$ cat src/rtl/day10_pkg.sv
// Shared types and helpers for the day-10 machine scheduler: slot/global state encodings,
// the default descriptor layout and the no-solution marker.
package day10_pkg;

    localparam int DEF_NUM_LIGHTS  = 10;
    localparam int DEF_NUM_BUTTONS = 13;
    localparam int DEF_PRESSES_W   = 4;
    localparam int DEF_LW          = $clog2(DEF_NUM_LIGHTS + 1);
    localparam int DEF_BW          = $clog2(DEF_NUM_BUTTONS + 1);

    localparam logic [DEF_PRESSES_W-1:0] NO_SOLUTION = '1;

    typedef enum logic [1:0] {
        SLOT_IDLE   = 2'd0,
        SLOT_LOAD   = 2'd1,
        SLOT_RUN    = 2'd2,
        SLOT_RETIRE = 2'd3
    } slot_state_t;

    typedef enum logic [1:0] {
        GLOB_ACCEPT = 2'd0,
        GLOB_DRAIN  = 2'd1,
        GLOB_DONE   = 2'd2
    } glob_state_t;

    typedef struct packed {
        logic [DEF_LW-1:0]                          num_lights;
        logic [DEF_BW-1:0]                          num_btns;
        logic [DEF_NUM_LIGHTS-1:0]                  target;
        logic [DEF_NUM_BUTTONS*DEF_NUM_LIGHTS-1:0]  buttons;
    } day10_desc_t;

    function automatic int wrap_add(input int base, input int off, input int n);
        return (base + off) % n;
    endfunction

endpackage

$ cat src/rtl/day10_machine_scheduler_rr_pick.sv
// Round-robin picker: first set request at or after ptr, wrapping, as onehot grant plus index.
module rr_pick
    import day10_pkg::*;
#(
    parameter int N = 4,
    localparam int IW = (N > 1) ? $clog2(N) : 1
) (
    input  logic [N-1:0]  req,
    input  logic [IW-1:0] ptr,
    output logic [N-1:0]  grant,
    output logic [IW-1:0] idx,
    output logic          any
);

    always_comb begin
        grant = '0;
        idx   = '0;
        any   = 1'b0;
        for (int k = 0; k < N; k++) begin
            if (!any && req[wrap_add(int'(ptr), k, N)]) begin
                any = 1'b1;
                grant[wrap_add(int'(ptr), k, N)] = 1'b1;
                idx = IW'(wrap_add(int'(ptr), k, N));
            end
        end
    end

endmodule

$ cat src/rtl/day10_machine_scheduler.sv
// Dispatches machine descriptors over a bank of configure_machine workers, sequences their
// start/ready/accepted handshake and accumulates the saturating puzzle total.
//
// state        | meaning
// SLOT_IDLE    | slot free, may take the next descriptor
// SLOT_LOAD    | descriptor registered, wk_start pulsed
// SLOT_RUN     | worker busy; retire candidate once wk_ready
// SLOT_RETIRE  | result taken, worker ready still high, ignored
// GLOB_ACCEPT  | taking descriptors until one marked last
// GLOB_DRAIN   | last taken, waiting for every slot to go idle
// GLOB_DONE    | total final and held until clear
module day10_machine_scheduler
    import day10_pkg::*;
#(
    parameter int NUM_WORKERS       = 4,
    parameter int MAX_NUM_LIGHTS    = 10,
    parameter int MAX_NUM_BUTTONS   = 13,
    parameter int MAX_NUM_PRESSES_W = 4,
    parameter int SUM_W             = 16,
    localparam int LW  = $clog2(MAX_NUM_LIGHTS + 1),
    localparam int BW  = $clog2(MAX_NUM_BUTTONS + 1),
    localparam int BMW = MAX_NUM_BUTTONS * MAX_NUM_LIGHTS
) (
    input  logic                                   clk,
    input  logic                                   rst,
    input  logic                                   clear,
    input  logic                                   job_valid,
    output logic                                   job_ready,
    input  logic                                   job_last,
    input  logic [LW-1:0]                          job_num_lights,
    input  logic [BW-1:0]                          job_num_btns,
    input  logic [MAX_NUM_LIGHTS-1:0]              job_target,
    input  logic [BMW-1:0]                         job_buttons,
    output logic [NUM_WORKERS-1:0]                 wk_start,
    input  logic [NUM_WORKERS-1:0]                 wk_ready,
    output logic [NUM_WORKERS-1:0]                 wk_accepted,
    input  logic [NUM_WORKERS*MAX_NUM_PRESSES_W-1:0] wk_min_presses,
    output logic [NUM_WORKERS*LW-1:0]              wk_num_lights,
    output logic [NUM_WORKERS*BW-1:0]              wk_num_btns,
    output logic [NUM_WORKERS*MAX_NUM_LIGHTS-1:0]  wk_target,
    output logic [NUM_WORKERS*BMW-1:0]             wk_buttons,
    output logic [SUM_W-1:0]                       total_presses,
    output logic                                   total_valid,
    output logic                                   no_solution,
    output logic                                   overflow,
    output logic                                   busy
);

    localparam int IW = (NUM_WORKERS > 1) ? $clog2(NUM_WORKERS) : 1;
    localparam int PW = MAX_NUM_PRESSES_W;
    localparam int AW = ((SUM_W > PW) ? SUM_W : PW) + 1;
    localparam logic [SUM_W-1:0] SUM_MAX = '1;

    glob_state_t            glob_state;
    logic [NUM_WORKERS-1:0] idle_vec;
    logic [NUM_WORKERS-1:0] run_vec;
    logic [NUM_WORKERS-1:0] retire_req;
    logic [NUM_WORKERS-1:0] disp_grant;
    logic [NUM_WORKERS-1:0] ret_grant;
    logic [IW-1:0]          disp_ptr;
    logic [IW-1:0]          ret_ptr;
    logic [IW-1:0]          disp_idx;
    logic [IW-1:0]          ret_idx;
    logic                   disp_any;
    logic                   ret_any;
    logic                   handshake;
    logic [PW-1:0]          ret_presses;
    logic [AW-1:0]          sum_wide;

    assign retire_req = run_vec & wk_ready;

    rr_pick #(.N(NUM_WORKERS)) u_disp_pick (
        .req   (idle_vec),
        .ptr   (disp_ptr),
        .grant (disp_grant),
        .idx   (disp_idx),
        .any   (disp_any)
    );

    rr_pick #(.N(NUM_WORKERS)) u_ret_pick (
        .req   (retire_req),
        .ptr   (ret_ptr),
        .grant (ret_grant),
        .idx   (ret_idx),
        .any   (ret_any)
    );

    // job_ready depends on state only, never on job_valid
    assign job_ready   = (glob_state == GLOB_ACCEPT) && disp_any;
    assign handshake   = job_valid && job_ready;
    assign wk_accepted = ret_grant;
    assign busy        = !(&idle_vec);
    assign ret_presses = wk_min_presses[int'(ret_idx)*PW +: PW];
    assign sum_wide    = AW'(total_presses) + AW'(ret_presses);

    for (genvar i = 0; i < NUM_WORKERS; i++) begin : g_slot
        slot_state_t               state;
        logic                      start_r;
        logic [LW-1:0]             lights_r;
        logic [BW-1:0]             btns_r;
        logic [MAX_NUM_LIGHTS-1:0] target_r;
        logic [BMW-1:0]            buttons_r;

        always_ff @(posedge clk or posedge rst) begin
            if (rst) begin
                state     <= SLOT_IDLE;
                start_r   <= 1'b0;
                lights_r  <= '0;
                btns_r    <= '0;
                target_r  <= '0;
                buttons_r <= '0;
            end else begin
                start_r <= 1'b0;
                case (state)
                    SLOT_IDLE: begin
                        if (handshake && disp_grant[i]) begin
                            lights_r  <= job_num_lights;
                            btns_r    <= job_num_btns;
                            target_r  <= job_target;
                            buttons_r <= job_buttons;
                            start_r   <= 1'b1;
                            state     <= SLOT_LOAD;
                        end
                    end
                    SLOT_LOAD:   state <= SLOT_RUN;
                    SLOT_RUN:    if (ret_grant[i]) state <= SLOT_RETIRE;
                    SLOT_RETIRE: state <= SLOT_IDLE;
                    default:     state <= SLOT_IDLE;
                endcase
            end
        end

        assign idle_vec[i] = (state == SLOT_IDLE);
        assign run_vec[i]  = (state == SLOT_RUN);
        assign wk_start[i] = start_r;
        assign wk_num_lights[i*LW +: LW]                       = lights_r;
        assign wk_num_btns[i*BW +: BW]                         = btns_r;
        assign wk_target[i*MAX_NUM_LIGHTS +: MAX_NUM_LIGHTS]   = target_r;
        assign wk_buttons[i*BMW +: BMW]                        = buttons_r;
    end

    always_ff @(posedge clk or posedge rst) begin
        if (rst) begin
            glob_state    <= GLOB_ACCEPT;
            disp_ptr      <= '0;
            ret_ptr       <= '0;
            total_presses <= '0;
            total_valid   <= 1'b0;
            no_solution   <= 1'b0;
            overflow      <= 1'b0;
        end else begin
            if (handshake)
                disp_ptr <= IW'(wrap_add(int'(disp_idx), 1, NUM_WORKERS));

            if (ret_any) begin
                ret_ptr <= IW'(wrap_add(int'(ret_idx), 1, NUM_WORKERS));
                if (&ret_presses) begin
                    no_solution <= 1'b1;
                end else if (sum_wide > AW'(SUM_MAX)) begin
                    total_presses <= SUM_MAX;
                    overflow      <= 1'b1;
                end else begin
                    total_presses <= sum_wide[SUM_W-1:0];
                end
            end

            // clear is honoured only when nothing is in flight
            case (glob_state)
                GLOB_ACCEPT: begin
                    if (handshake && job_last) begin
                        glob_state <= GLOB_DRAIN;
                    end else if (clear && !busy) begin
                        total_presses <= '0;
                        no_solution   <= 1'b0;
                        overflow      <= 1'b0;
                    end
                end
                GLOB_DRAIN: begin
                    if (&idle_vec) begin
                        glob_state  <= GLOB_DONE;
                        total_valid <= 1'b1;
                    end
                end
                GLOB_DONE: begin
                    if (clear) begin
                        glob_state    <= GLOB_ACCEPT;
                        total_valid   <= 1'b0;
                        total_presses <= '0;
                        no_solution   <= 1'b0;
                        overflow      <= 1'b0;
                    end
                end
                default: glob_state <= GLOB_ACCEPT;
            endcase
        end
    end

endmodule

$ cat config.mk
export PLATFORM = sky130hd
export DESIGN_NAME = day10_machine_scheduler
export DESIGN_NICKNAME = d
export VERILOG_FILES = /design/src/rtl/day10_pkg.sv /design/src/rtl/day10_machine_scheduler_rr_pick.sv /design/src/rtl/day10_machine_scheduler.sv
export SDC_FILE = /design/constraint.sdc
export NUM_CORES = 2
export LEC_CHECK = 0
export CAP_MARGIN = 30
export CORE_AREA = 2 2 310 312
export CTS_BUF_LIST = sky130_fd_sc_hd__clkbuf_2
export CTS_CLUSTER_SIZE = 12
export DETAILED_ROUTE_END_ITERATION = 10
export DIE_AREA = 0 0 312 314
export SLEW_MARGIN = 10
export SYNTH_ARGS = -nofsm -noshare
export SYNTH_HDL_FRONTEND = slang
export SYNTH_HIERARCHICAL = 1
export SYNTH_SLANG_ARGS = --single-unit
$ cat constraint.sdc
create_clock -name clk -period 22.8 [get_ports clk]
set_clock_uncertainty 0.15 [all_clocks]
set_input_delay 2.28 -clock clk [delete_from_list [all_inputs] [get_ports clk]]
set_output_delay 2.28 -clock clk [all_outputs]
set_load 0.03 [all_outputs]
==> results <==
- The tool flagged a number of max-cap violations equal to 0.
- Across the VDD grid, the largest voltage drop is ~70 uV.
- The global-route total usage across every layer is around a fifth.
- At the worst endpoint, the required time is 20,370 ps.
- The initial antenna violation count came to 5.
- After detailed routing, the number of remaining DRC violations is 0.
- The total negative slack for setup checks is 0 ps.
- The number of nets handed over by synthesis was 3,005.
- The kind of path behind the tightest hold check is flop to flop.
- For the finished layout, the period the worst path requires is about 7400 ps.
- From synthesis to final layout, the design area changed by 43.3%.
- The detailed router's first-iteration violation count is about 1,400.
- After synthesis, the share of flip-flops with an asynchronous set or reset is 100%.
- The number of hold-slack violations in the final timing report is 0.
- The signal on the critical path passes through clkdlybuf4s50_1 -> and2_1 -> mux4_2 -> nor4b_4 -> a22oi_1 -> o21ai_0 -> clkdlybuf4s50_1.
- The area of the die is between 0.09 and 0.1 mm2.
- The launch point of the worst hold path is g_slot[0].buttons_r[91].
- After clock tree synthesis, the clock-pin slew on the worst setup and hold paths is around 90 ps.
- In this run the core area contains roughly 110 standard-cell rows.
- The initial utilization of the core area, before any placement, comes to between 20% and 30%.
- The clock passes through at most 3 buffers.
- The most used flip-flop cell after synthesis is dfrtp_1.
- The number of buffers and inverters on the critical path is 2.
- Leaving out fill and tap cells, the most frequent cells in the layout are nand2_1, clkdlybuf4s50_1, dfrtp_1.
- Setup repair after global routing left no endpoint under its margin.
- In this run the worst path has a maximum fanout of 13.
- Dividing total power by cell area gives a power density of about 160 mW/mm2.
- The layout has a little under 10,000 filler cells.
- The type of the worst setup path is input pin to output port.
- The kind of start point of the critical path is an input pin.
- Synthesis produced between 2,000 and 3,000 cells.
- Dividing the detail-routed wire length by the instance count gives 18.5 um.
- The total setup violations reported at the end of the flow is 0.
- The number of slew-limit violations in the final report is 0.
- The residual antenna-violating net count after detailed routing is 0.
- The largest net degree at the start of global routing is approximately 120.
- Summing over every cut layer, the via total after detailed routing is 22,133.
- Counting flops with a built-in enable in the synthesized netlist gives 0.
- The final weighted congestion in routability-driven placement is between 0.8 and 0.9.
- In this run, synthesis produced a sequential element count of roughly 630.
- The fraction of layout cells with a size suffix above 1 is between 8 and 9%.
- For this design the static power due to leakage is roughly 18 nW.
- For the pin with the worst max-slew slack, the measured transition is around 1000 ps.
- The flow ran to the end, and the final reports show no timing, DRC or antenna violations.
- In this run the tightest slew margin relative to its limit is 31.6%.
- STA classifies the critical path endpoint as an output port.
- The count of input and output buffers is ~790.
- The first-pass GRT wire length is 142,000 um.
- The library cell with the largest summed area after synthesis is dfrtp_1.
- After synthesis, the largest area contributor takes up between 60% and 70% of total cell area.
- The reg-to-reg startpoint is ret_ptr[0].
- The boundary pin count is roughly 800.
- The number of clock sinks is 629.
- The post-detailed-placement half-perimeter wirelength is 62,900 um.
- The first element of the critical path is wk_ready[3].
- Leaving out fill and tap cells, the most frequent cell in the layout is nand2_1.
- After clock tree synthesis, the flow added hold-fix buffers numbering 0.
- For the worst setup path, the data arrival time is a little under 5000 ps.
- The total CTS buffers is 171.
- The fraction of the yosys area taken by sequential cells is between 60% and 70%.
- The cell class contributing the biggest share of worst-path delay is buffers and inverters.
- In this run the number of H-tree levels came out at 4.
- The slowest stage of the critical path belongs to the cell clkdlybuf4s50_1.
- The aggregate routed wire length is 93,500 um.
- The longest individual stage delay on the worst path is 740 ps.
- The total number of nets in the final design is 3,856.
- The total area inside the core boundary comes to 0.0944 mm2.
- The total number of yosys warnings is 6.
- The floorplan step set the die height to 314 um.
- The most repeated library cell on the critical path is clkdlybuf4s50_1.
- The clock latency reported for the late side of the worst-skew pair is 1340 ps.
- The post-route worst setup slack is 15,400 ps.
- The via count of the first global-routing pass came to roughly 22,000.
- Setup slack on the worst reg-to-reg path comes out at 17,290 ps.
- The detailed-router iteration count before antenna repair is 7.
- The ratio of final minimum period to clock period is between 30 and 40%.
- Buffers added to address setup during post-CTS repair amount to 0.
- The pre-CTS setup slack is around 15,000 ps.
- The highest attainable clock frequency is about 140 MHz.
- The number of different library cells used by synthesis comes to between 50 and 60.
- The number of cells upsized or downsized after cts is 0.
- In the routed layout, each cell is associated on average with a via count of between 4 and 5.
- The average instance in the mapped netlist occupies 8.90 um2.
- For this run the aggregate overflow at the end of global routing stands at 0.
- The die boundary width is 312 um.
- In this run the cell area of the synthesized design comes to 0.0250 mm2.
- By area the synthesized netlist is led by dfrtp_1, nand2_1, clkbuf_1.
- The TritonCTS clock tree is done.
- The clock root buffer master is clkbuf_2.
-- power breakdown --
group	switching [mW]	internal [mW]	leakage, nW
registers	0.269	1.58	8.07
clock network	0.498	0.315	1.17
logic	1.88	1.14	8.88
-- logic make-up (layout without fill, tap and decap cells) --
logic type	after synthesis	count (layout)	synth area share, %
compound gates	92	92	2.55
xor+xnor	4	4	0.140
fa+ha+maj	23	23	1.18
buf+inv	171	1150	2.85
flops	629	629	63.0
mux	19	19	1.44
other cells	0	2	0
simple gates	1871	1871	28.9
-- sequential cells by signal (all words and copies together) (netlist names) --
name	flops
disp_ptr	2
g_slot.btns_r	16
g_slot.buttons_r	520
g_slot.lights_r	16
g_slot.start_r	4
g_slot.state	8
g_slot.target_r	40
glob_state	2
no_solution	1
overflow	1
ret_ptr	2
total_presses	16
total_valid	1
-- metal layers --
layer,GRT usage [%],part of all wire [%],vias to the layer above
met4,7.43,2.9,2
li1,-,-,10463
met2,30.2,47,842
met1,23.4,41,10686
met5,0,0.014,-
met3,6.59,8.5,140
-- cell usage after synthesis, types with 5 or more instances --
cell         n
a21oi_1     18
a22oi_1     17
and2_1       5
and3_1       6
buf_1        5
buf_2       14
buf_6        5
clkbuf_1   117
dfrtp_1    629
ha_1        22
inv_1       22
mux4_2       8
nand2_1   1794
nand2b_1     5
nand3_1     10
nor2_1      24
nor2b_1      5
nor3_1       5
o21ai_0     20
-- cell type report --
class,instances,area [um2],area share (%)
diodes,2,5.00,0.0140
inverters,26,125,0.349
clock buffers,256,1280,3.58
repair buffers,823,8250,23.0
clock inverters,45,253,0.706
well taps,1265,1580,4.42
flip-flops and latches,629,15700,43.9
multi-input cells,2009,8590,24.0
-- final timing paths --
kind,cells after the start,endpoint
worst max-delay path,7,wk_accepted[0]
worst min-delay path,2,g_slot[0].buttons_r[91]
worst max register to register,17,total_presses[12]
worst min register to register,2,g_slot[0].buttons_r[91]
max in group asynchronous,7,g_slot[1].buttons_r[68]
min in group asynchronous,2,g_slot[0].buttons_r[17]
-- tightest hold or removal path, delay by kind of cell, from the launching register on --
family,cells,cell delay [ps]
DFF,1,350
and+or+nand+nor,2,100
-- stage by stage --
stage / power (mW) / cells / cell area [um2] / hold slack [ps] / util (%)
2_1_floorplan: 3.56 / 2809 / 25000 / 310 / -
5_1_grt: 6.03 / 5055 / 35800 / 349 / 37.9
3_5_place_dp: 4.88 / 4746 / 34200 / 311 / 36.2
4_1_cts: 5.73 / 5047 / 35700 / 332 / 37.8
3_3_place_gp: 4.84 / 4744 / 34100 / 306 / 36.1
6_report: 5.67 / 5055 / 35800 / 327 / 37.9
(Power assumes the default switching activity.)
